### src/rtl/arm_mul_seq_pkg.sv
// Shared types and opcode helpers for the multiply sequencer.
// Opcode encodings 6 and 7 are unused and decode as illegal.
package arm_mul_seq_pkg;

  typedef enum logic [2:0] {
    MUL   = 3'd0,
    MLA   = 3'd1,
    UMULL = 3'd2,
    UMLAL = 3'd3,
    SMULL = 3'd4,
    SMLAL = 3'd5
  } mul_op_t;

  typedef enum logic [3:0] {
    IDLE, SHORT, PP0, PP1, PP2, PP3, FIN, WB_LO, WB_HI
  } mul_state_t;

  function automatic logic is_legal(input logic [2:0] op);
    return op <= 3'd5;
  endfunction

  function automatic logic is_long(input logic [2:0] op);
    return (op == UMULL) || (op == UMLAL) || (op == SMULL) || (op == SMLAL);
  endfunction

  function automatic logic is_acc(input logic [2:0] op);
    return (op == MLA) || (op == UMLAL) || (op == SMLAL);
  endfunction

  function automatic logic is_signed(input logic [2:0] op);
    return (op == SMULL) || (op == SMLAL);
  endfunction

  // Unsigned magnitude; 0x80000000 maps to itself, which is exact as unsigned.
  function automatic logic [31:0] mag32(input logic [31:0] v);
    return v[31] ? (~v + 32'd1) : v;
  endfunction

endpackage

### src/rtl/arm_mul_seq_if.sv
// Request, shared-MAC and writeback signals of the multiply sequencer.
// The slave side is the sequencer; the master side is the decode/MAC/regfile environment.
interface arm_mul_seq_if;
  logic        flush;
  logic        req_valid;
  logic        req_ready;
  logic [2:0]  req_op;
  logic        req_s;
  logic [31:0] op_a;
  logic [31:0] op_b;
  logic [31:0] acc_lo;
  logic [31:0] acc_hi;
  logic [3:0]  rd_lo;
  logic [3:0]  rd_hi;
  logic [31:0] mac_op1;
  logic [31:0] mac_op2;
  logic [31:0] mac_acc;
  logic        mac_sel;
  logic        alu_or_mac;
  logic [31:0] mac_out;
  logic        stall;
  logic        wb_valid;
  logic [3:0]  wb_reg;
  logic [31:0] wb_data;
  logic        flag_we;
  logic [1:0]  flag_nz;

  modport slave (
    input  flush, req_valid, req_op, req_s, op_a, op_b, acc_lo, acc_hi,
           rd_lo, rd_hi, mac_out,
    output req_ready, mac_op1, mac_op2, mac_acc, mac_sel, alu_or_mac,
           stall, wb_valid, wb_reg, wb_data, flag_we, flag_nz
  );

  modport master (
    output flush, req_valid, req_op, req_s, op_a, op_b, acc_lo, acc_hi,
           rd_lo, rd_hi, mac_out,
    input  req_ready, mac_op1, mac_op2, mac_acc, mac_sel, alu_or_mac,
           stall, wb_valid, wb_reg, wb_data, flag_we, flag_nz
  );
endinterface

### src/rtl/arm_mul_seq_acc64.sv
// 64-bit datapath for long multiplies: shifted partial-product accumulate,
// and the final conditional negate followed by the accumulate-operand add.
module arm_mul_acc64 (
  input  logic [63:0] acc_i,
  input  logic [31:0] pp_i,
  input  logic [1:0]  shift_i,
  input  logic        neg_i,
  input  logic        add_en_i,
  input  logic [63:0] addend_i,
  output logic [63:0] sum_o,
  output logic [63:0] fin_o
);
  logic [63:0] pp_ext;
  logic [63:0] pp_shifted;
  logic [63:0] acc_signed;

  always_comb begin
    pp_ext = {32'd0, pp_i};
    case (shift_i)
      2'd0:    pp_shifted = pp_ext;
      2'd1:    pp_shifted = pp_ext << 16;
      default: pp_shifted = pp_ext << 32;
    endcase
    sum_o      = acc_i + pp_shifted;
    acc_signed = neg_i ? (~acc_i + 64'd1) : acc_i;
    fin_o      = acc_signed + (add_en_i ? addend_i : 64'd0);
  end
endmodule

### src/rtl/arm_mul_seq.sv
// Execute-stage multiply sequencer: short ops take one MAC pass, long ops are
// built from four 16x16 MAC passes summed in a 64-bit accumulator.
module arm_mul_seq
  import arm_mul_seq_pkg::*;
#(
  parameter bit FAST_SHORT = 1'b1,
  parameter bit LONG_EN    = 1'b1
) (
  input  logic         clk,
  input  logic         rst_b,
  arm_mul_seq_if.slave bus
);
  mul_state_t  state_q, state_d;
  logic [2:0]  op_q, op_d;
  logic        s_q, s_d;
  logic        neg_q, neg_d;
  logic [31:0] a_q, a_d, b_q, b_d;
  logic [31:0] acc_lo_q, acc_lo_d, acc_hi_q, acc_hi_d;
  logic [3:0]  rd_lo_q, rd_lo_d, rd_hi_q, rd_hi_d;
  logic [63:0] res_q, res_d;

  logic        accept;
  logic [1:0]  shift_sel;
  logic [63:0] sum64, fin64, addend64;

  assign accept = bus.req_valid && (state_q == IDLE) && !bus.flush &&
                  is_legal(bus.req_op) && (LONG_EN || !is_long(bus.req_op));
  // MLA routed through the long path only contributes Rn to the low word.
  assign addend64 = is_long(op_q) ? {acc_hi_q, acc_lo_q} : {32'd0, acc_lo_q};

  arm_mul_acc64 u_acc64 (
    .acc_i    (res_q),
    .pp_i     (bus.mac_out),
    .shift_i  (shift_sel),
    .neg_i    (neg_q),
    .add_en_i (is_acc(op_q)),
    .addend_i (addend64),
    .sum_o    (sum64),
    .fin_o    (fin64)
  );

  always_comb begin
    state_d  = state_q;
    op_d     = op_q;
    s_d      = s_q;
    neg_d    = neg_q;
    a_d      = a_q;
    b_d      = b_q;
    acc_lo_d = acc_lo_q;
    acc_hi_d = acc_hi_q;
    rd_lo_d  = rd_lo_q;
    rd_hi_d  = rd_hi_q;
    res_d    = res_q;
    shift_sel      = 2'd0;
    bus.req_ready  = (state_q == IDLE);
    bus.stall      = (state_q != IDLE);
    bus.mac_op1    = 32'd0;
    bus.mac_op2    = 32'd0;
    bus.mac_acc    = 32'd0;
    bus.mac_sel    = 1'b0;
    bus.alu_or_mac = 1'b1;
    bus.wb_valid   = 1'b0;
    bus.wb_reg     = 4'd0;
    bus.wb_data    = 32'd0;
    bus.flag_we    = 1'b0;
    bus.flag_nz    = 2'b00;

    case (state_q)
      IDLE: if (accept) begin
        op_d     = bus.req_op;
        s_d      = bus.req_s;
        neg_d    = is_signed(bus.req_op) && (bus.op_a[31] ^ bus.op_b[31]);
        a_d      = is_signed(bus.req_op) ? mag32(bus.op_a) : bus.op_a;
        b_d      = is_signed(bus.req_op) ? mag32(bus.op_b) : bus.op_b;
        acc_lo_d = bus.acc_lo;
        acc_hi_d = bus.acc_hi;
        rd_lo_d  = bus.rd_lo;
        rd_hi_d  = bus.rd_hi;
        res_d    = 64'd0;
        state_d  = (is_long(bus.req_op) || !FAST_SHORT) ? PP0 : SHORT;
      end
      SHORT: begin
        bus.alu_or_mac = 1'b0;
        bus.mac_op1    = a_q;
        bus.mac_op2    = b_q;
        bus.mac_acc    = acc_lo_q;
        bus.mac_sel    = (op_q == MLA);
        res_d          = {32'd0, bus.mac_out};
        state_d        = WB_LO;
      end
      PP0, PP1, PP2, PP3: begin
        bus.alu_or_mac = 1'b0;
        bus.mac_op1 = {16'd0, (state_q == PP2 || state_q == PP3) ? a_q[31:16] : a_q[15:0]};
        bus.mac_op2 = {16'd0, (state_q == PP1 || state_q == PP3) ? b_q[31:16] : b_q[15:0]};
        shift_sel   = (state_q == PP0) ? 2'd0 : (state_q == PP3) ? 2'd2 : 2'd1;
        res_d       = sum64;
        state_d     = (state_q == PP0) ? PP1 : (state_q == PP1) ? PP2 :
                      (state_q == PP2) ? PP3 : FIN;
      end
      FIN: begin
        res_d   = fin64;
        state_d = WB_LO;
      end
      WB_LO: begin
        bus.wb_valid = 1'b1;
        bus.wb_reg   = rd_lo_q;
        bus.wb_data  = res_q[31:0];
        if (is_long(op_q)) begin
          state_d = WB_HI;
        end else begin
          bus.flag_we = s_q;
          bus.flag_nz = {res_q[31], res_q[31:0] == 32'd0};
          state_d     = IDLE;
        end
      end
      WB_HI: begin
        bus.wb_valid = 1'b1;
        bus.wb_reg   = rd_hi_q;
        bus.wb_data  = res_q[63:32];
        bus.flag_we  = s_q;
        bus.flag_nz  = {res_q[63], res_q == 64'd0};
        state_d      = IDLE;
      end
      default: state_d = IDLE;
    endcase

    // A flush kills whatever strobe this cycle would have produced.
    if (bus.flush) begin
      state_d      = IDLE;
      bus.wb_valid = 1'b0;
      bus.flag_we  = 1'b0;
    end
  end

  always_ff @(posedge clk or negedge rst_b) begin
    if (!rst_b) begin
      state_q  <= IDLE;
      op_q     <= 3'd0;
      s_q      <= 1'b0;
      neg_q    <= 1'b0;
      a_q      <= 32'd0;
      b_q      <= 32'd0;
      acc_lo_q <= 32'd0;
      acc_hi_q <= 32'd0;
      rd_lo_q  <= 4'd0;
      rd_hi_q  <= 4'd0;
      res_q    <= 64'd0;
    end else begin
      state_q  <= state_d;
      op_q     <= op_d;
      s_q      <= s_d;
      neg_q    <= neg_d;
      a_q      <= a_d;
      b_q      <= b_d;
      acc_lo_q <= acc_lo_d;
      acc_hi_q <= acc_hi_d;
      rd_lo_q  <= rd_lo_d;
      rd_hi_q  <= rd_hi_d;
      res_q    <= res_d;
    end
  end
endmodule
### src/flat_wrapper.sv
// flat-port wrapper written by rule: the top's interface ports become plain ports
module arm_mul_seq_flat import arm_mul_seq_pkg::*;
#(
  parameter bit FAST_SHORT = 1'b1,
  parameter bit LONG_EN    = 1'b1
)
  (clk, rst_b, bus_flush, bus_req_valid, bus_req_op, bus_req_s, bus_op_a, bus_op_b, bus_acc_lo, bus_acc_hi, bus_rd_lo, bus_rd_hi, bus_mac_out, bus_req_ready, bus_mac_op1, bus_mac_op2, bus_mac_acc, bus_mac_sel, bus_alu_or_mac, bus_stall, bus_wb_valid, bus_wb_reg, bus_wb_data, bus_flag_we, bus_flag_nz);
  arm_mul_seq_if bus_i ();
  input  logic clk;
  input  logic rst_b;
  input wire logic [$bits(bus_i.flush)-1:0] bus_flush;
  input wire logic [$bits(bus_i.req_valid)-1:0] bus_req_valid;
  input wire logic [$bits(bus_i.req_op)-1:0] bus_req_op;
  input wire logic [$bits(bus_i.req_s)-1:0] bus_req_s;
  input wire logic [$bits(bus_i.op_a)-1:0] bus_op_a;
  input wire logic [$bits(bus_i.op_b)-1:0] bus_op_b;
  input wire logic [$bits(bus_i.acc_lo)-1:0] bus_acc_lo;
  input wire logic [$bits(bus_i.acc_hi)-1:0] bus_acc_hi;
  input wire logic [$bits(bus_i.rd_lo)-1:0] bus_rd_lo;
  input wire logic [$bits(bus_i.rd_hi)-1:0] bus_rd_hi;
  input wire logic [$bits(bus_i.mac_out)-1:0] bus_mac_out;
  output wire logic [$bits(bus_i.req_ready)-1:0] bus_req_ready;
  output wire logic [$bits(bus_i.mac_op1)-1:0] bus_mac_op1;
  output wire logic [$bits(bus_i.mac_op2)-1:0] bus_mac_op2;
  output wire logic [$bits(bus_i.mac_acc)-1:0] bus_mac_acc;
  output wire logic [$bits(bus_i.mac_sel)-1:0] bus_mac_sel;
  output wire logic [$bits(bus_i.alu_or_mac)-1:0] bus_alu_or_mac;
  output wire logic [$bits(bus_i.stall)-1:0] bus_stall;
  output wire logic [$bits(bus_i.wb_valid)-1:0] bus_wb_valid;
  output wire logic [$bits(bus_i.wb_reg)-1:0] bus_wb_reg;
  output wire logic [$bits(bus_i.wb_data)-1:0] bus_wb_data;
  output wire logic [$bits(bus_i.flag_we)-1:0] bus_flag_we;
  output wire logic [$bits(bus_i.flag_nz)-1:0] bus_flag_nz;
  assign bus_i.flush = bus_flush;
  assign bus_i.req_valid = bus_req_valid;
  assign bus_i.req_op = bus_req_op;
  assign bus_i.req_s = bus_req_s;
  assign bus_i.op_a = bus_op_a;
  assign bus_i.op_b = bus_op_b;
  assign bus_i.acc_lo = bus_acc_lo;
  assign bus_i.acc_hi = bus_acc_hi;
  assign bus_i.rd_lo = bus_rd_lo;
  assign bus_i.rd_hi = bus_rd_hi;
  assign bus_i.mac_out = bus_mac_out;
  assign bus_req_ready = bus_i.req_ready;
  assign bus_mac_op1 = bus_i.mac_op1;
  assign bus_mac_op2 = bus_i.mac_op2;
  assign bus_mac_acc = bus_i.mac_acc;
  assign bus_mac_sel = bus_i.mac_sel;
  assign bus_alu_or_mac = bus_i.alu_or_mac;
  assign bus_stall = bus_i.stall;
  assign bus_wb_valid = bus_i.wb_valid;
  assign bus_wb_reg = bus_i.wb_reg;
  assign bus_wb_data = bus_i.wb_data;
  assign bus_flag_we = bus_i.flag_we;
  assign bus_flag_nz = bus_i.flag_nz;
  arm_mul_seq #(.FAST_SHORT(FAST_SHORT), .LONG_EN(LONG_EN)) u_core (.clk(clk), .rst_b(rst_b), .bus(bus_i));
endmodule
### config.mk
export PLATFORM = sky130hd
export DESIGN_NAME = arm_mul_seq_flat
export DESIGN_NICKNAME = d
export VERILOG_FILES = /design/src/rtl/arm_mul_seq_pkg.sv /design/src/rtl/arm_mul_seq_if.sv /design/src/rtl/arm_mul_seq_acc64.sv /design/src/rtl/arm_mul_seq.sv /design/src/flat_wrapper.sv
export SDC_FILE = /design/constraint.sdc
export NUM_CORES = 1
export LEC_CHECK = 0
export ABC_AREA = 1
export CAP_MARGIN = 10
export CORE_ASPECT_RATIO = 1.75
export CORE_UTILIZATION = 40
export CTS_CLUSTER_DIAMETER = 120
export CTS_CLUSTER_SIZE = 20
export DETAILED_ROUTE_END_ITERATION = 7
export PLACE_DENSITY = 0.6
export SLEW_MARGIN = 20
export SYNTH_ARGS = -nofsm -noshare
export SYNTH_HDL_FRONTEND = slang
export SYNTH_SLANG_ARGS = --single-unit
### constraint.sdc
create_clock -name clk -period 4.2 [get_ports clk]
set_input_delay 1.26 -clock clk [delete_from_list [all_inputs] [get_ports clk]]
set_output_delay 1.26 -clock clk [all_outputs]
set_load 0.02 [all_outputs]
==> Implementation_results.wiki, run 1 <==
{| class="wikitable"
! Metric !! Value
|-
| Run status || finished, violations left
|-
| Failing checks || negative setup slack
|-
| Maximum capacitance violations || 0
|-
| Gate Count Post-Synth || 4711
|-
| Clock tree from TritonCTS || built
|-
| End of the worst register-to-register path || u_core.res_q[35]
|-
| Router iterations before antenna repair || 6
|-
| Leading cell types by total area after synthesis || sky130_fd_sc_hd__nand2_1, sky130_fd_sc_hd__dfrtp_1, sky130_fd_sc_hd__inv_1
|-
| Final critical-path setup slack || -0.0143 ns
|-
| Synth cell types || 50
|-
| Power per standard cell area || 727 nW/um2
|-
| Total of flip-flops plus latches after synthesis || 209
|-
| Clock period minus worst slack || 4.21 ns
|-
| Kind of start point of the critical path || register
|-
| Quantity of I/O buffers inserted on ports || 315
|-
| Worst-case headroom to the max-slew limit || 32.8%
|-
| Number of buffers added to fix hold violations after cts || 0
|-
| Ordered cell list for the critical path || inv_2, nand2_2, nor2_4, nor2_1, nand2_1, inv_1, a211oi_1, buf_4, ha_1, nand2_1, nor3_1, buf_4, nand2_1, nand2_1, buf_4, inv_1, nand2_1, nand2_1, nand3_1, o211ai_2
|-
| Clock slew at reported path FFs || 0.11 ns
|-
| Cell occurring most often along the worst timing path || sky130_fd_sc_hd__nand2_1
|-
| Number of sinks driven by the clock tree || 209
|-
| Post-synth EDFFs || 0
|-
| Largest net degree at the start of global routing || 147
|-
| Width of the die || 194 um
|-
| Starting density of the core || 40.6%
|-
| CP max-delay cell || sky130_fd_sc_hd__dfrtp_1
|-
| Final design instance area without fill || 32800 um2
|-
| Crit path required time || 4.62 ns
|-
| Count of antenna-violating nets left after detailed routing || 0
|-
| Max Clock Skew || 0.0397 ns
|-
| Core Region || 63300 um2
|-
| Worst endpoint data arrival time || 4.64 ns
|-
| Average wire per standard cell || 22.3 um
|-
| Global-route wire length before repair || 192 mm
|-
| Final HPWL DP || 112 mm
|-
| Vias in the first global route || 30600
|-
| Vertical extent of the die || 337 um
|-
| Post-Syn Area || 25700 um2
|-
| CTS Buf Count || 14
|-
| WL final || 135 mm
|-
| Routed length on met3 || 8.50 mm
|-
| DRC viols || 0
|-
| Min-Delay Path Class || register to register
|-
| Number of warnings issued by yosys || 0
|-
| Routability cong. || 1.06
|-
| Synth area leader || sky130_fd_sc_hd__nand2_1
|-
| Cells on Worst Hold Path || 2
|-
| Reported leakage power || 18.4 nW
|-
| Most instantiated cells after synthesis || sky130_fd_sc_hd__nand2_1, sky130_fd_sc_hd__inv_1, sky130_fd_sc_hd__nor2_1
|-
| Unrepaired setup endpoints after global routing || yes
|-
| Latest clock arrival within the worst-skew pair || 0.55 ns
|-
| Highest clock frequency the design can meet || 0.237 GHz
|-
| Worst IR Drop VDD || 0.000745 V
|-
| Root Driver || sky130_fd_sc_hd__clkbuf_16
|-
| Max H-tree Level || 1
|-
| Reg2reg start || u_core.state_q[0]
|-
| Total global-route track usage || 40.5%
|-
| Crit-path max cell delay || 0.47 ns
|-
| Register area share after synthesis || 20.3%
|-
| Total count of hold-check failures in the final report || 0
|-
| Count of boundary I/O pins || 316
|-
| Post-synthesis net count || 5018
|-
| Net count reported at finish || 5576
|-
| Ratio of cells with drive above 1 in the final layout || 9.24%
|-
| Cell row count || 122
|-
| Worst Reg-to-Reg Cells || 20
|-
| Top Metal Used || met5
|-
| End point of the worst hold path || u_core.acc_hi_q[16]
|-
| Met2 WL post-DR || 64.7 mm
|-
| Fin util || 51.8%
|-
| Critical path class || register to register
|-
| Worst-margin pin slew || 1.01 ns
|-
| Synthesized area per cell || 5.46 um2
|-
| Residual overflow from global routing || 0
|-
| Total number of vias || 31900
|-
| Share of the clock period used by the worst path || 100%
|-
| Setup slack on the worst flop-to-flop path || -0.01 ns
|-
| Main synth FF type || sky130_fd_sc_hd__dfrtp_1
|-
| Nature of the critical path endpoint || register
|-
| Via count normalized by instance count || 5.24
|-
| Post-synthesis to final-layout area growth || 27.6%
|-
| Final setup viols || 1
|-
| Antenna violations before repair || 4
|-
| Area fraction of the dominant cell type after synthesis || 25.4%
|-
| Die area || 65400 um2
|-
| Met1 routed wirelength after detailed routing || 47.4 mm
|-
| Post-placement cell area || 32100 um2
|-
| Buffer levels on the longest clock path || 3
|-
| Hold wc startpoint || u_core.acc_hi_q[16]
|-
| Most frequently used cell type in the post-synthesis netlist || sky130_fd_sc_hd__nand2_1
|-
| Drt initial violations || 2202
|-
| Largest fanout on the critical path || 7
|-
| Final slew viol count || 0
|-
| Proportion of synthesized flip-flops having asynchronous set or reset || 100%
|}
==> kinds of logic (layout without fill, tap and decap cells) <==
logic type               after synthesis  in the layout  synth area share, %
AND/OR/NAND/NOR                     2766           2767                 43.8
buffers and inverters                991           1551                 14.7
AO/OA/AOI/OAI                        515            515                 11.4
flip-flops                           209            209                 20.3
adder cells (fa/ha/maj)              131            131                 6.43
XOR/XNOR                              99             99                 3.37
other                                  0              2                    0
==> layout by cell type, fill, tap and decap left out, types with 16 or more instances in the layout <==
cell type and instances:
sky130_fd_sc_hd__nand2_1 1735, sky130_fd_sc_hd__inv_1 872, sky130_fd_sc_hd__nor2_1 526, sky130_fd_sc_hd__buf_4 319, sky130_fd_sc_hd__clkdlybuf4s50_1 284, sky130_fd_sc_hd__nand3_1 279
sky130_fd_sc_hd__o21ai_0 220, sky130_fd_sc_hd__dfrtp_1 208, sky130_fd_sc_hd__a21oi_1 144, sky130_fd_sc_hd__ha_1 127, sky130_fd_sc_hd__xor2_1 81, sky130_fd_sc_hd__nor3_1 50
sky130_fd_sc_hd__nand4_1 45, sky130_fd_sc_hd__o22ai_1 33, sky130_fd_sc_hd__or2_2 32, sky130_fd_sc_hd__nand3b_1 29, sky130_fd_sc_hd__a22o_1 20, sky130_fd_sc_hd__nand2_2 19
sky130_fd_sc_hd__xnor2_1 17, sky130_fd_sc_hd__buf_12 17, sky130_fd_sc_hd__dlygate4sd2_1 16
==> worst max-delay path: cells and delay by family (launching register included) <==
| kind | cells | cell delay (ns) |
|---|---|---|
| DFF | 1 | 0.47 |
| AOI/OAI and AO/OA | 2 | 0.23 |
| buffers and inverters | 6 | 1.19 |
| adders and majority gates | 1 | 0.36 |
| and+or+nand+nor | 11 | 1.83 |
==> metrics by stage <==
step / cells / power, W / setup slack [ns] / hold slack, ns / setup TNS [ns]
after global placement: 6045 / 0.0214 / -0.179 / 0.454 / -1.34
after global routing: 6079 / 0.0255 / -0.0408 / 0.500 / -0.106
after floorplan: 4711 / 0.0141 / 0.927 / 0.442 / 0
after CTS: 6065 / 0.0231 / -0.0997 / 0.478 / -0.0997
final: 6080 / 0.0239 / -0.0143 / 0.474 / -0.0143
after detailed placement: 6045 / 0.0215 / -0.148 / 0.459 / -0.795
==> state kept, by name (all words and copies together), names as in the netlist <==
name             flops
u_core.res_q        64
u_core.a_q          32
u_core.acc_hi_q     32
u_core.acc_lo_q     32
u_core.b_q          32
u_core.rd_hi_q       4
u_core.rd_lo_q       4
u_core.state_q       4
u_core.op_q          3
u_core.neg_q         1
u_core.s_q           1
==> area by class of cell <==
class                   instances  area, um2
flip-flops and latches        209       5230
diodes                          2       5.00
fillers                      6907      30500
repair buffers                647       5850
clock buffers                  17        383
inverters                     885       3330
clock inverters                 2       13.8
multi-input cells            3512      17000
well taps                     806       1010
==> per-layer routing <==
| metal | vias to the layer above | global-route usage, % |
|---|---|---|
| met5 | - | 0 |
| met4 | 4 | 38.3 |
| met1 | 14400 | 41.4 |
| met2 | 1364 | 71.1 |
| li1 | 15600 | - |
| met3 | 452 | 6.35 |
==> how the worst max path moves through the flow <==
| stage | from | endpoint | slack [ns] | cells after the start |
|---|---|---|---|---|
| floorplan | u_core.res_q[1] | u_core.res_q[60] | 0.93 | 21 |
| global placement | bus_mac_out[22] | u_core.res_q[59] | -0.18 | 16 |
| detailed placement | bus_mac_out[14] | u_core.res_q[28] | -0.15 | 18 |
| CTS | u_core.res_q[1] | bus_flag_nz[0] | -0.1 | 13 |
| global route | u_core.state_q[0] | u_core.res_q[35] | -0.04 | 20 |
| finish | u_core.state_q[0] | u_core.res_q[35] | -0.01 | 20 |
==> where the power goes <==
group          leakage [nW]  internal [W]  switching (W)
Clock                 0.196      0.000656       0.000851
Sequential             2.65       0.00298       0.000634
Combinational          15.5       0.00625         0.0125
==> repair_timing <==
action | 4_1_cts | 5_1_grt
resized for setup | 42 | 58
endpoints found under the setup margin | 62 | 70
cloned | 0 | 1
pin swaps | 2 | 12
buffers inserted | 1 | 12
No activity file was read; power rests on OpenSTA's default activity.
==> run 2: changes to the inputs <==
--- a/config.mk
+++ b/config.mk
@@ -14,3 +14,3 @@
 export DETAILED_ROUTE_END_ITERATION = 7
-export PLACE_DENSITY = 0.6
+export PLACE_DENSITY = 0.62
 export SLEW_MARGIN = 20
==> constraint.sdc (replaced) <==
create_clock -name clk -period 3.8 [get_ports clk]
set_input_delay 1.14 -clock clk [delete_from_list [all_inputs] [get_ports clk]]
set_output_delay 1.14 -clock clk [all_outputs]
set_load 0.1 [all_outputs]
==> Implementation_results.wiki, run 2 (synthesis results as in run 1) <==
{| class="wikitable"
! Metric !! Value
|-
| Run status || finished, violations left
|-
| Failing checks || negative setup slack
|-
| Vias in the first global route || 32800
|-
| Reported leakage power || 20.9 nW
|-
| Total Negative Setup Slacks || -0.163 ns
|-
| Power per standard cell area || 883 nW/um2
|-
| Vertical extent of the die || 337 um
|-
| Core Region || 63300 um2
|-
| Root Driver || sky130_fd_sc_hd__clkbuf_16
|-
| Residual overflow from global routing || 0
|-
| Net count reported at finish || 5956
|-
| Cell row count || 122
|-
| Share of the clock period used by the worst path || 103%
|-
| Nature of the critical path endpoint || primary output
|-
| Combined buffer and inverter count along the critical path || 2
|-
| Drt initial violations || 2547
|-
| Met1 routed wirelength after detailed routing || 47.8 mm
|-
| Largest net degree at the start of global routing || 77
|-
| Latest clock arrival within the worst-skew pair || 0.56 ns
|-
| Final design instance area without fill || 38500 um2
|-
| Crit-path max cell delay || 0.41 ns
|-
| Clock slew at reported path FFs || 0.10 ns
|-
| Total count of hold-check failures in the final report || 0
|-
| Max Clock Skew || 0.0400 ns
|-
| Ordered cell list for the critical path || nor2_2, nand3_2, nor2_2, nand4_1, nor2_2, nand2_2, nor2_4, buf_6, nand2_4, nor2_4, nand4_1, nand2_2, buf_12
|-
| Maximum capacitance violations || 0
|-
| Worst endpoint data arrival time || 2.78 ns
|-
| Via count normalized by instance count || 5.26
|-
| Filler-free cell count of the finished design || 6458
|-
| Routability cong. || 1.10
|-
| Proportion of power drawn by flip-flops and latches || 11.7%
|-
| Routed length on met3 || 9.29 mm
|-
| Internal power component || 0.0145 W
|-
| Clock tree from TritonCTS || built
|-
| Cell Count Post-Placement || 6389
|-
| Unrepaired setup endpoints after global routing || yes
|-
| Critical path class || register to primary output
|-
| Switching Power || 0.0195 W
|-
| Critical path's top delay family || simple AND/OR/NAND/NOR gates
|-
| Count of antenna-violating nets left after detailed routing || 0
|-
| Average wire per standard cell || 22.1 um
|-
| Kind of start point of the critical path || register
|-
| Top library cells by usage in the layout, fill and taps aside || sky130_fd_sc_hd__nand2_1, sky130_fd_sc_hd__inv_1, sky130_fd_sc_hd__buf_4
|-
| Largest register FFs || 64
|-
| Final setup viols || 3
|-
| Buffer levels on the longest clock path || 3
|-
| Total global-route track usage || 42.3%
|-
| Max H-tree Level || 1
|-
| Crit path required time || 2.66 ns
|-
| Dpl ws || -0.619 ns
|-
| Min-Delay Path Class || register to register
|-
| Share of total power consumed by net switching || 57.4%
|-
| Clock Power Share || 5.1%
|-
| Clock period minus worst slack || 3.92 ns
|-
| Number of buffers added to fix hold violations after cts || 0
|-
| Count of boundary I/O pins || 316
|-
| Ratio of cells with drive above 1 in the final layout || 22.4%
|-
| Combinational share of power || 83.2%
|-
| Total number of vias || 34000
|-
| Post-synthesis to final-layout area growth || 49.5%
|-
| Quantity of I/O buffers inserted on ports || 315
|-
| Number of sinks driven by the clock tree || 209
|-
| Final worst hold slack || 0.476 ns
|-
| Largest register by flop count || u_core.res_q
|-
| Starting density of the core || 40.6%
|-
| Cell occurring most often along the worst timing path || sky130_fd_sc_hd__nor2_2
|-
| Worst-case headroom to the max-slew limit || 33.8%
|-
| Antenna violations before repair || 1
|-
| Global-route wire length before repair || 202 mm
|-
| Die area || 65400 um2
|-
| Final HPWL DP || 118 mm
|-
| Router iterations before antenna repair || 5
|-
| Most frequent standard cell in the layout excluding fill and tap cells || sky130_fd_sc_hd__nand2_1
|-
| Worst-margin pin slew || 0.993 ns
|-
| Worst IR Drop VDD || 0.000758 V
|-
| Highest clock frequency the design can meet || 0.255 GHz
|-
| Largest fanout on the critical path || 2
|-
| Final slew viol count || 0
|-
| DRC viols || 0
|-
| Width of the die || 194 um
|-
| Top Metal Used || met4
|-
| Final critical-path setup slack || -0.119 ns
|-
| CP max-delay cell || sky130_fd_sc_hd__dfrtp_1
|-
| Met2 WL post-DR || 68.1 mm
|-
| CTS Buf Count || 15
|-
| Post-placement cell area || 36400 um2
|-
| WL final || 142 mm
|}
## run 2: changes by cell type in the layout (fill, tap and decap cells not counted), moves of 51 or more
cell and delta:
sky130_fd_sc_hd__nor2_2 +67, sky130_fd_sc_hd__nand2_1 -51, sky130_fd_sc_hd__clkdlybuf4s50_1 -110, sky130_fd_sc_hd__nor2_1 -82, sky130_fd_sc_hd__buf_4 +357, sky130_fd_sc_hd__buf_12 +152
## run 2: power by group through the flow
stage	Clock (W)	Sequential [W]	Combinational (W)
floorplan	0	0.00382	0.0143
global placement	0	0.00391	0.0259
detailed placement	0	0.00394	0.0260
CTS	0.00174	0.00391	0.0265
global route	0.00180	0.00405	0.0299
finish	0.00174	0.00396	0.0283
## run 2: cell type report
type	count	area, um2
Clock inverter	4	40.0
Inverter	885	3330
Antenna cell	1	2.50
Clock buffer	15	375
Fill cell	6246	24900
Tap cell	806	1010
Timing Repair Buffer	1027	10300
Multi-Input combinational cell	3511	18100
Sequential cell	209	5240
## run 2: metal layers
| layer | vias to the layer above | global-route usage [%] |
|---|---|---|
| met1 | 15500 | 42.3 |
| met2 | 1574 | 74.0 |
| li1 | 16400 | - |
| met4 | 0 | 43.5 |
| met3 | 557 | 5.96 |
| met5 | - | 0 |
## run 2: path summary, 6_finish.rpt
path / cells past startpoint / to / slack, ns / from
max reg2reg: 25 / u_core.res_q[56] / -0.03 / u_core.res_q[1]
max in group asynchronous: 2 / u_core.a_q[11] / 2.37 / rst_b
min reg2reg: 2 / u_core.acc_hi_q[19] / 0.48 / u_core.acc_hi_q[19]
max: 13 / bus_flag_nz[0] / -0.12 / u_core.res_q[8]
min in group asynchronous: 1 / u_core.res_q[10] / 0.53 / rst_b
min: 2 / u_core.acc_hi_q[19] / 0.48 / u_core.acc_hi_q[19]
## run 2: worst register-to-register path: stages (launching register included)
cell                      delay [ns]
sky130_fd_sc_hd__dfrtp_1        0.40
sky130_fd_sc_hd__inv_2          0.08
sky130_fd_sc_hd__ha_4           0.15
sky130_fd_sc_hd__nand3_4        0.10
sky130_fd_sc_hd__nor2_2         0.14
sky130_fd_sc_hd__nand2_1        0.10
sky130_fd_sc_hd__nor2_2         0.15
sky130_fd_sc_hd__nand4_1        0.18
sky130_fd_sc_hd__buf_6          0.19
sky130_fd_sc_hd__o31ai_4        0.19
sky130_fd_sc_hd__buf_6          0.16
sky130_fd_sc_hd__buf_12         0.11
sky130_fd_sc_hd__nand2_1        0.05
sky130_fd_sc_hd__nand2_1        0.06
sky130_fd_sc_hd__nand2_2        0.10
sky130_fd_sc_hd__ha_4           0.32
sky130_fd_sc_hd__nand2_2        0.10
sky130_fd_sc_hd__nor2_2         0.22
sky130_fd_sc_hd__nand2_1        0.18
sky130_fd_sc_hd__buf_4          0.18
sky130_fd_sc_hd__nor2_1         0.15
sky130_fd_sc_hd__a21oi_2        0.09
sky130_fd_sc_hd__nand2_1        0.06
sky130_fd_sc_hd__nand2_1        0.05
sky130_fd_sc_hd__nand3_1        0.11
sky130_fd_sc_hd__nand3_1        0.09
## run 2: timing repair
action / 4_1_cts / 5_1_grt
pin swaps: 18 / 68
buffers inserted: 15 / 33
gates resized for setup: 69 / 251
cloned: 0 / 2
endpoints found under the setup margin: 84 / 65
## run 2: per-stage QoR
stage	power [W]	utilization (%)
3_5_place_dp	0.0300	57.4
6_report	0.0339	60.7
4_1_cts	0.0322	58.6
3_3_place_gp	0.0298	57.4
2_1_floorplan	0.0181	-
5_1_grt	0.0358	60.7
==> run 3: changes to the inputs <==
Settings changed: CORE_MARGIN set to 5, MAX_ROUTING_LAYER set to met4, SETUP_SLACK_MARGIN set to 0.1.
==> Implementation_results.wiki, run 3 (synthesis results as in run 1) <==
{| class="wikitable"
! Metric !! Value
|-
| Vertical extent of the die || 345 um
|-
| Average wire per standard cell || 22.4 um
|-
| Final critical-path setup slack || -0.346 ns
|-
| Latest clock arrival within the worst-skew pair || 0.56 ns
|-
| Root Driver || sky130_fd_sc_hd__clkbuf_16
|-
| Critical path class || register to primary output
|-
| Total count of hold-check failures in the final report || 0
|-
| Drt initial violations || 2329
|-
| Post-synthesis to final-layout area growth || 49.8%
|-
| CTS Buf Count || 14
|-
| Total number of vias || 33700
|-
| Count of boundary I/O pins || 316
|-
| Worst-case headroom to the max-slew limit || 50.2%
|-
| Number of sinks driven by the clock tree || 209
|-
| Die area || 69700 um2
|-
| Quantity of I/O buffers inserted on ports || 315
|-
| Startpoint of the worst setup timing path || u_core.res_q[5]
|-
| End of the worst register-to-register path || u_core.res_q[53]
|-
| Clock slew at reported path FFs || 0.09 ns
|-
| Ratio of cells with drive above 1 in the final layout || 24.1%
|-
| Largest net degree at the start of global routing || 84
|-
| Min-Delay Path Class || register to register
|-
| Worst endpoint data arrival time || 3.01 ns
|-
| Clock Power Share || 5.0%
|-
| Reported leakage power || 20.9 nW
|-
| Combinational share of power || 83.2%
|-
| Fill count || 6383
|-
| Largest fanout on the critical path || 3
|-
| Reg2reg start || u_core.res_q[5]
|-
| Residual overflow from global routing || 0
|-
| Net count reported at finish || 5904
|-
| Power, Total || 0.0335 W
|-
| Internal power component || 0.0142 W
|-
| Kind of start point of the critical path || register
|-
| Final setup viols || 20
|-
| Cell row count || 123
|-
| Share of the clock period used by the worst path || 109%
|-
| Total global-route track usage || 40.6%
|-
| Width of the die || 202 um
|-
| Largest register by flop count || u_core.res_q
|-
| Worst-margin pin slew || 0.746 ns
|-
| Core Region || 64000 um2
|-
| Top Metal Used || met4
|-
| Crit path required time || 2.66 ns
|-
| Multi-input gate area in the final layout || 18700 um2
|-
| Top library cells by usage in the layout, fill and taps aside || sky130_fd_sc_hd__nand2_1, sky130_fd_sc_hd__inv_1, sky130_fd_sc_hd__buf_4
|-
| Vias in the first global route || 33200
|-
| Routability cong. || 1.12
|-
| Run status || finished, violations left
|-
| Via count normalized by instance count || 5.25
|-
| Switching Power || 0.0193 W
|-
| Setup slack on the worst flop-to-flop path || -0.18 ns
|-
| Share of total power consumed by net switching || 57.7%
|-
| Final slew viol count || 0
|-
| Power per standard cell area || 868 nW/um2
|-
| Fin util || 60.2%
|-
| Count of antenna-violating nets left after detailed routing || 0
|-
| Proportion of power drawn by flip-flops and latches || 11.8%
|-
| Nature of the critical path endpoint || primary output
|-
| Max Clock Skew || 0.0452 ns
|-
| Buffer levels on the longest clock path || 3
|-
| Clock tree from TritonCTS || built
|-
| Met2 WL post-DR || 68.2 mm
|-
| Max H-tree Level || 1
|-
| Global-route wire length before repair || 205 mm
|-
| Most frequent standard cell in the layout excluding fill and tap cells || sky130_fd_sc_hd__nand2_1
|-
| Highest clock frequency the design can meet || 0.241 GHz
|-
| Worst IR Drop VDD || 0.000831 V
|-
| Routed length on met3 || 9.55 mm
|-
| Unrepaired setup endpoints after global routing || yes
|-
| Clock period minus worst slack || 4.15 ns
|-
| Failing checks || negative setup slack
|-
| Router iterations before antenna repair || 6
|-
| Storage cell area || 5240 um2
|-
| Maximum capacitance violations || 0
|-
| Worst Reg-to-Reg Cells || 31
|-
| DRC viols || 0
|-
| WL final || 143 mm
|-
| Antenna violations before repair || 2
|-
| Largest register FFs || 64
|-
| Final HPWL DP || 119 mm
|-
| Capturing element of the worst setup path || bus_flag_nz[0]
|-
| Starting density of the core || 40.2%
|-
| Met1 routed wirelength after detailed routing || 48.7 mm
|}
run 3: changes by cell type in the layout (fill, tap and decap cells not counted), sizes merged:
cell,delta
diode,+1
nor2,+2
clkbuf,+1
inv,+1
buf,-51
clkinvlp,-2
clkinv,-2
run 3: worst min path at each step:
stage                              from                   to  slack [ns]  cells past startpoint
floorplan            u_core.acc_hi_q[0]   u_core.acc_hi_q[0]        0.44                      2
global placement      u_core.rd_lo_q[2]    u_core.rd_lo_q[2]        0.45                      2
detailed placement    u_core.rd_lo_q[3]    u_core.rd_lo_q[3]        0.46                      2
CTS                 u_core.acc_hi_q[30]  u_core.acc_hi_q[30]        0.48                      2
global route          u_core.rd_hi_q[3]    u_core.rd_hi_q[3]        0.50                      2
finish              u_core.acc_hi_q[19]  u_core.acc_hi_q[19]        0.48                      2
run 3: final cells by class:
type | instances | share of cell area, %
Timing Repair Buffer | 974 | 25.4
Tap cell | 812 | 2.64
Clock buffer | 18 | 1.05
Multi-Input combinational cell | 3513 | 48.6
Antenna cell | 2 | 0.0130
Clock inverter | 1 | 0.0227
Sequential cell | 209 | 13.6
Inverter | 885 | 8.68
run 3: power by group through the flow:
stage / clock network [W] / logic [W] / registers, W
2_1_floorplan: 0 / 0.0142 / 0.00382
3_3_place_gp: 0 / 0.0253 / 0.00390
3_5_place_dp: 0 / 0.0254 / 0.00393
4_1_cts: 0.00171 / 0.0263 / 0.00390
5_1_grt: 0.00176 / 0.0297 / 0.00403
6_report: 0.00168 / 0.0279 / 0.00394
run 3: timing repair:
| action | 4_1_cts | 5_1_grt |
|---|---|---|
| buffers inserted | 37 | 25 |
| gates cloned | 1 | 1 |
| hold buffers | 0 | 0 |
| endpoints found under the setup margin | 84 | 87 |
| pin swaps | 77 | 106 |
| gates resized for setup | 190 | 342 |
run 3: critical path, cell delays in order (launching register included):
cell,delay (ns)
sky130_fd_sc_hd__dfrtp_1,0.42
sky130_fd_sc_hd__nor2_2,0.16
sky130_fd_sc_hd__nand2_2,0.13
sky130_fd_sc_hd__nor2_2,0.15
sky130_fd_sc_hd__nand4_1,0.27
sky130_fd_sc_hd__nor2_2,0.19
sky130_fd_sc_hd__nand2_1,0.09
sky130_fd_sc_hd__nor2_1,0.09
sky130_fd_sc_hd__buf_4,0.14
sky130_fd_sc_hd__nand2_4,0.06
sky130_fd_sc_hd__nor2_4,0.09
sky130_fd_sc_hd__buf_6,0.09
sky130_fd_sc_hd__nand4_1,0.19
sky130_fd_sc_hd__nand2_2,0.20
sky130_fd_sc_hd__buf_12,0.19
run 3: routing by layer:
| metal | up-vias | GRT usage, % |
|---|---|---|
| met2 | 1416 | 68.0 |
| li1 | 16300 | - |
| met4 | 0 | 34.9 |
| met5 | - | - |
| met1 | 15400 | 40.9 |
| met3 | 557 | 6.37 |
run 3: stage by stage:
stage | cells | cell area [um2] | setup TNS, ns | setup slack, ns | hold WS, ns
3_3_place_gp | 6330 | 35800 | -8.36 | -0.611 | 0.454
4_1_cts | 6386 | 37200 | -0.400 | -0.296 | 0.480
2_1_floorplan | 4711 | 26000 | -7.16 | -0.548 | 0.442
3_5_place_dp | 6330 | 35800 | -8.40 | -0.620 | 0.460
6_report | 6414 | 38500 | -2.38 | -0.346 | 0.476
5_1_grt | 6414 | 38500 | -6.36 | -0.395 | 0.501
